`src/rtl/seg7_scan_disp_if.sv`:
```
// Bundle between a value producer and the multiplexed 7-segment driver.
// The bundle carries the load strobe with its captured fields, and the scanned pin outputs.
interface seg7_scan_disp_if #(
  parameter int DIGITS = 8
);
  // load is a one-cycle strobe with no ready: it is always accepted, and the
  // last strobe inside a frame is the one that reaches the display.
  logic                  load;
  logic [4*DIGITS-1:0]   value;
  logic [DIGITS-1:0]     dp_in;
  logic                  blank_lz;
  logic [DIGITS-1:0]     blink_mask;
  logic [6:0]            seg_out;
  logic                  dp_out;
  logic [DIGITS-1:0]     an_out;
  logic                  frame_done;

  modport master (
    output load, value, dp_in, blank_lz, blink_mask,
    input  seg_out, dp_out, an_out, frame_done
  );

  modport slave (
    input  load, value, dp_in, blank_lz, blink_mask,
    output seg_out, dp_out, an_out, frame_done
  );
endinterface

```
`src/rtl/seg7_scan_disp.sv`:
```
// Time-multiplexed hex display driver: shadow/display double buffer swapped at frame
// boundaries, with leading-zero blanking, per-digit blink and decimal points.
module seg7_scan_disp #(
  parameter int DIGITS       = 8,
  parameter int CLK_DIV      = 1000,
  parameter int BLINK_FRAMES = 64,
  parameter int ACTIVE_LOW   = 1
) (
  input  logic            clk,
  input  logic            rst,
  seg7_scan_disp_if.slave bus
);
  localparam int IW = (DIGITS > 1) ? $clog2(DIGITS) : 1;
  localparam int PW = $clog2(CLK_DIV);
  localparam int BW = (BLINK_FRAMES > 1) ? $clog2(BLINK_FRAMES) : 1;
  // Everything is built active-low internally; POL flips it at the pins.
  localparam logic POL = (ACTIVE_LOW != 0) ? 1'b0 : 1'b1;

  typedef struct packed {
    logic [4*DIGITS-1:0] value;
    logic [DIGITS-1:0]   dp;
    logic                blank_lz;
    logic [DIGITS-1:0]   blink;
  } disp_t;

  logic [PW-1:0]     presc;
  logic [IW-1:0]     idx;
  logic [BW-1:0]     bcnt;
  logic              blink_ph;
  logic              pending;
  disp_t             shadow;
  disp_t             disp;
  disp_t             in_word;
  logic [6:0]        seg_q;
  logic              dp_q;
  logic [DIGITS-1:0] an_q;
  logic              fd_q;

  logic              presc_tc;
  logic              wrap;
  logic              run;
  logic [DIGITS-1:0] lz;
  logic [3:0]        cur_digit;
  logic              cur_blank;
  logic              cur_dp;
  logic [DIGITS-1:0] an_on;
  logic [6:0]        seg_lo;
  logic              dp_lo;
  logic [DIGITS-1:0] an_lo;
  logic [6:0]        seg_n;
  logic              dp_n;
  logic [DIGITS-1:0] an_n;

  assign in_word  = {bus.value, bus.dp_in, bus.blank_lz, bus.blink_mask};
  assign presc_tc = (presc == PW'(CLK_DIV - 1));
  assign wrap     = presc_tc && (idx == IW'(DIGITS - 1));

  always_ff @(posedge clk) begin
    if (rst) begin
      presc    <= '0;
      idx      <= '0;
      bcnt     <= '0;
      blink_ph <= 1'b0;
      pending  <= 1'b0;
      shadow   <= '0;
      disp     <= '0;
      seg_q    <= {7{~POL}};
      dp_q     <= ~POL;
      an_q     <= {DIGITS{~POL}};
      fd_q     <= 1'b0;
    end else begin
      if (presc_tc) begin
        presc <= '0;
        idx   <= wrap ? '0 : idx + 1'b1;
      end else begin
        presc <= presc + 1'b1;
      end
      fd_q <= wrap;
      if (wrap) begin
        if (bcnt == BW'(BLINK_FRAMES - 1)) begin
          bcnt     <= '0;
          blink_ph <= ~blink_ph;
        end else begin
          bcnt <= bcnt + 1'b1;
        end
      end
      if (bus.load) shadow <= in_word;
      // A load coinciding with the wrap bypasses the shadow so it is not a frame late.
      if (bus.load && wrap) begin
        disp    <= in_word;
        pending <= 1'b0;
      end else if (bus.load) begin
        pending <= 1'b1;
      end else if (wrap && pending) begin
        disp    <= shadow;
        pending <= 1'b0;
      end
      seg_q <= seg_n;
      dp_q  <= dp_n;
      an_q  <= an_n;
    end
  end

  always_comb begin
    run       = 1'b1;
    lz        = '0;
    cur_digit = 4'h0;
    cur_blank = 1'b0;
    cur_dp    = 1'b0;
    an_on     = '0;
    seg_lo    = 7'h7F;
    dp_lo     = 1'b1;
    an_lo     = '1;
    // lz[i] is set when digit i and every digit above it are zero.
    for (int i = DIGITS - 1; i >= 0; i--) begin
      run   = run && (disp.value[4*i +: 4] == 4'h0);
      lz[i] = run;
    end
    for (int i = 0; i < DIGITS; i++) begin
      if (idx == IW'(i)) begin
        cur_digit = disp.value[4*i +: 4];
        cur_blank = (disp.blank_lz && lz[i] && (i != 0)) || (disp.blink[i] && blink_ph);
        cur_dp    = disp.dp[i];
        an_on[i]  = 1'b1;
      end
    end
    case (cur_digit)
      4'h0: seg_lo = 7'b0000001;
      4'h1: seg_lo = 7'b1001111;
      4'h2: seg_lo = 7'b0010010;
      4'h3: seg_lo = 7'b0000110;
      4'h4: seg_lo = 7'b1001100;
      4'h5: seg_lo = 7'b0100100;
      4'h6: seg_lo = 7'b0100000;
      4'h7: seg_lo = 7'b0001111;
      4'h8: seg_lo = 7'b0000000;
      4'h9: seg_lo = 7'b0001100;
      4'hA: seg_lo = 7'b0001000;
      4'hB: seg_lo = 7'b1100000;
      4'hC: seg_lo = 7'b0110001;
      4'hD: seg_lo = 7'b1000010;
      4'hE: seg_lo = 7'b0110000;
      default: seg_lo = 7'b0111000;
    endcase
    if (cur_blank) begin
      seg_lo = 7'h7F;
      dp_lo  = 1'b1;
      an_lo  = '1;
    end else begin
      dp_lo = ~cur_dp;
      an_lo = ~an_on;
    end
    seg_n = seg_lo ^ {7{POL}};
    dp_n  = dp_lo ^ POL;
    an_n  = an_lo ^ {DIGITS{POL}};
  end

  assign bus.seg_out    = seg_q;
  assign bus.dp_out     = dp_q;
  assign bus.an_out     = an_q;
  assign bus.frame_done = fd_q;
endmodule
```
`src/flat_wrapper.sv`:
```
// flat-port wrapper written by rule: the top's interface ports become plain ports
module seg7_scan_disp_flat 
#(
  parameter int DIGITS       = 8,
  parameter int CLK_DIV      = 1000,
  parameter int BLINK_FRAMES = 64,
  parameter int ACTIVE_LOW   = 1
)
  (clk, rst, bus_load, bus_value, bus_dp_in, bus_blank_lz, bus_blink_mask, bus_seg_out, bus_dp_out, bus_an_out, bus_frame_done);
  seg7_scan_disp_if #(.DIGITS(DIGITS)) bus_i ();
  input  logic clk;
  input  logic rst;
  input wire logic [$bits(bus_i.load)-1:0] bus_load;
  input wire logic [$bits(bus_i.value)-1:0] bus_value;
  input wire logic [$bits(bus_i.dp_in)-1:0] bus_dp_in;
  input wire logic [$bits(bus_i.blank_lz)-1:0] bus_blank_lz;
  input wire logic [$bits(bus_i.blink_mask)-1:0] bus_blink_mask;
  output wire logic [$bits(bus_i.seg_out)-1:0] bus_seg_out;
  output wire logic [$bits(bus_i.dp_out)-1:0] bus_dp_out;
  output wire logic [$bits(bus_i.an_out)-1:0] bus_an_out;
  output wire logic [$bits(bus_i.frame_done)-1:0] bus_frame_done;
  assign bus_i.load = bus_load;
  assign bus_i.value = bus_value;
  assign bus_i.dp_in = bus_dp_in;
  assign bus_i.blank_lz = bus_blank_lz;
  assign bus_i.blink_mask = bus_blink_mask;
  assign bus_seg_out = bus_i.seg_out;
  assign bus_dp_out = bus_i.dp_out;
  assign bus_an_out = bus_i.an_out;
  assign bus_frame_done = bus_i.frame_done;
  seg7_scan_disp #(.DIGITS(DIGITS), .CLK_DIV(CLK_DIV), .BLINK_FRAMES(BLINK_FRAMES), .ACTIVE_LOW(ACTIVE_LOW)) u_core (.clk(clk), .rst(rst), .bus(bus_i));
endmodule
```
`config.mk`:
```
export PLATFORM = sky130hd
export DESIGN_NAME = seg7_scan_disp_flat
export DESIGN_NICKNAME = d
export VERILOG_FILES = /design/src/rtl/seg7_scan_disp_if.sv /design/src/rtl/seg7_scan_disp.sv /design/src/flat_wrapper.sv
export SDC_FILE = /design/constraint.sdc
export NUM_CORES = 1
export LEC_CHECK = 0
export BUFFER_PORTS_ARGS = -buffer_cell sky130_fd_sc_hd__buf_4
export CORE_ASPECT_RATIO = 0.5
export CORE_MARGIN = 3
export CORE_UTILIZATION = 50
export DETAILED_ROUTE_END_ITERATION = 10
export GPL_TIMING_DRIVEN = 0
export PLACE_DENSITY = 0.77
export SETUP_SLACK_MARGIN = 0.02
export SLEW_MARGIN = 20
export SYNTH_ARGS = -nofsm -noshare
export SYNTH_HDL_FRONTEND = slang
export SYNTH_SLANG_ARGS = --single-unit
```
`constraint.sdc`:
```
create_clock -name clk -period 2.99 [get_ports clk]
set_input_delay 0.299 -clock clk [delete_from_list [all_inputs] [get_ports clk]]
set_output_delay 0.299 -clock clk [all_outputs]
set_load 0.01 [all_outputs]
```
==> impl_metrics.py <==
metrics = {
    "run_status": {
        "status": "completed",
    },
    "synth": {
        "synth.area.top_cells": "dfxtp_1 44%, a211oi_2 9.6%, mux2i_1 8.5%, nor2_1 7.4%, o22ai_1 4.5%",
        "synth_edf_count": 0,
        "ys_seq_area_frac": 0.4374,
        "postSynthAreaPerCell_um2": 9.277,
        "yosysUniqueCellTypes": 55,
        "synthArstFlopShare": 0,
        "ys_warn_count": 0,
        "post_synth_instance_area_mm2": 0.006225,
        "synth_common_cells": "136 x dfxtp_1, 123 x nor2_1, 53 x mux2i_1",
        "synth_top_area_frac": 0.4374,
        "synth_cells": 671,
        "synth_top_flop_cell": "dfxtp_1",
        "yosysMostFrequentCell": "dfxtp_1",
        "synth_top_area_cell": "dfxtp_1",
        "synth_nets": 736,
        "ys_seq_elements": 136,
    },
    "floorplanning": {
        "core.rowCount": 28,
        "start_util": 0.5195,
        "die_h_um": 84.90,
        "die_area_mm2": 0.01391,
        "pin_count": 69,
        "dieWidth_um": 163.8,
        "core_mm2": 0.01198,
    },
    "worst_setup_path": {
        "critical-path-slowest-cell": "dfxtp_1",
        "start_kind": "register",
        "r2r_slack_ps": 140,
        "path_max_fanout": 10,
        "crit_arrival_ps": 3130,
        "slowest_delay_ps": 410,
        "critPathMostFrequentCell": "inv_1",
        "critical_path_class": "reg2reg",
        "cp_cell_sequence": "inv_1 > ha_1 > buf_2 > nor2b_4 > a21o_1 > o221ai_1 > a221oi_2 > a211oi_2 > inv_1 > ha_2 > o211ai_1 > o2111ai_1",
        "required_ps": 3270,
        "path_buf_inv": 3,
        "endpoint_kind": "register",
        "critPathTopFamily": "compound AO/OA/AOI/OAI gates",
    },
    "timing": {
        "fin_crit_sh": 0.9524,
        "hold_ws_ps": 124.0,
        "final_max_slew_viol_count": 0,
        "setup_viol": 0,
        "max_slew_margin": 0.3545,
        "rsz0062_at_grt": "no",
        "worst_slew_pin_slew_ps": 968.3,
        "min_period_ps": 2848,
        "fmaxAchievable_mhz": 351.2,
        "final_hold_viol_count": 0,
        "tns_ps": 0,
        "fin_worst_skew_ps": 13.12,
    },
    "layout": {
        "fillCellCount": 1010,
        "fin_area_mm2": 0.007611,
        "drive_gt1_frac": 0.2364,
        "final_cells": 935,
        "register_area_mm2": 0.002728,
        "antenna_cells": 0,
        "fin_nets": 822,
        "syn2layout_area_growth_pct": 22.27,
        "multi_input_area_mm2": 0.003266,
    },
    "global_route": {
        "grt_pass1_vias": 5356,
        "overflow": 0,
        "grt_start_max_net_pins": 17,
        "grt_usage": 0.2523,
        "grt_pass1_wl_um": 27560,
        "grt_antenna_before_repair": 0,
    },
    "pwr": {
        "p_per_area_mw_per_mm2": 564.5,
        "p_leak_nw": 2.950,
        "ir_worst_vdd_uv": 286.5,
        "p_total_mw": 4.297,
    },
    "clock_tree": {
        "cts.sinks": 136,
        "cts_hold_buf": 0,
        "clock-root-buffer": "clkbuf_16",
        "clockBufferDepth": 2,
        "cts_max_level": 4,
        "cts_tree": "yes",
        "clk_pin_slew_ps": 60,
        "clk_latency_ps": 420,
        "cts_buffers": 17,
    },
    "min_path": {
        "hold_path.class": "in2reg",
    },
    "drt": {
        "final_antenna_net_count": 0,
        "vias": 5493,
        "viasPerCell": 5.875,
        "drt-pass1-iter-count": 8,
        "wire_per_inst_um": 18.32,
        "drc": 0,
        "wl_um": 17130,
        "drt-initial-drc-count": 492,
    },
    "place": {
        "place_area_mm2": 0.006934,
        "gp_congestion": 0.9473,
        "dp_cells": 903,
        "portBuffers": 67,
        "dp_hpwl_um": 12250,
    },
    "job": {
        "cap_violations": 0,
    },
}
-- stage by stage --
step / setup slack [ps] / utilization
4_1_cts: 36.17 / 0.6298
5_1_grt: 17.63 / 0.6352
6_report: 142.3 / 0.6352
3_3_place_gp: -356.5 / 0.5787
3_5_place_dp: -447.7 / 0.5787
2_1_floorplan: 366.4 / -
-- cells in the final DEF (no fill, tap or decap), types with 14 or more instances in the layout --
cell type	netlist	routed
o22ai_1	45	45
dfxtp_1	136	134
buf_4	2	71
mux2i_1	53	53
clkbuf_1	37	33
nand3_1	20	20
a21oi_1	16	14
nor2_1	123	122
nand2_1	32	32
a211oi_2	48	50
clkbuf_16	0	17
-- sequential cells by signal, summed over array words and instances, names as in the netlist --
name and cells:
u_core.blink_ph 1, u_core.disp 49, u_core.shadow 49, u_core.idx 3, u_core.bus.frame_done 1, u_core.bus.an_out 8
u_core.bus.dp_out 1, u_core.presc 10, u_core.pending 1, u_core.bus.seg_out 7, u_core.bcnt 6
-- cell type report --
type	count	share of cell area
clock inverter	15	0.02219
sequential	136	0.3584
tap	165	0.02712
clock buffer	17	0.05589
buffer	51	0.03337
inverter	14	0.006904
timing repair buffer	68	0.06707
multi-input combinational	469	0.4291
-- repair_timing --
item,4_1_cts,5_1_grt
buffers inserted,0,1
gates resized for setup,7,19
setup endpoints to repair,7,52
endpoints found under the hold margin,0,0
pin swaps,1,3
-- cells by family (layout without fill, tap and decap cells) --
family | Yosys count | after routing | share of synthesized area
compound gates | 168 | 168 | 0.2249
xor+xnor | 13 | 13 | 0.01829
fa+ha+maj | 13 | 13 | 0.02613
buf+inv | 66 | 165 | 0.04844
flops | 136 | 136 | 0.4374
mux | 53 | 53 | 0.08523
simple gates | 222 | 222 | 0.1596
-- worst reg2reg max path, cell delays in order, from the launching register on --
cell       delay, ps
dfxtp_1          410
inv_1             90
ha_1             230
buf_2            210
nor2b_4          170
a21o_1           170
o221ai_1         180
a221oi_2         100
a211oi_2         350
inv_1            170
ha_2             240
o211ai_1         220
o2111ai_1        160
-- power breakdown --
part           internal [mW]  switching [mW]
registers               1.86          0.0254
clock network           1.25           0.868
logic                  0.128           0.168
total                   3.23            1.06
-- layer usage --
layer,global-route usage,vias up,wire length (um)
met2,0.3827,199,7528
li1,-,2617,-
met5,0,-,0
met4,0.06600,0,233
met1,0.3528,2647,7997
met3,0.07606,30,1369
-- path summary, 6_finish.rpt --
kind | depth (start not counted) | from | to
worst min-delay path | 3 | bus_dp_in[0] | u_core.shadow[9]
worst min register to register | 1 | u_core.presc[0] | u_core.presc[0]
worst max-delay path | 12 | u_core.idx[0] | u_core.bus.seg_out[3]
worst max register to register | 12 | u_core.idx[0] | u_core.bus.seg_out[3]
Power figures use the tool's default switching activity.
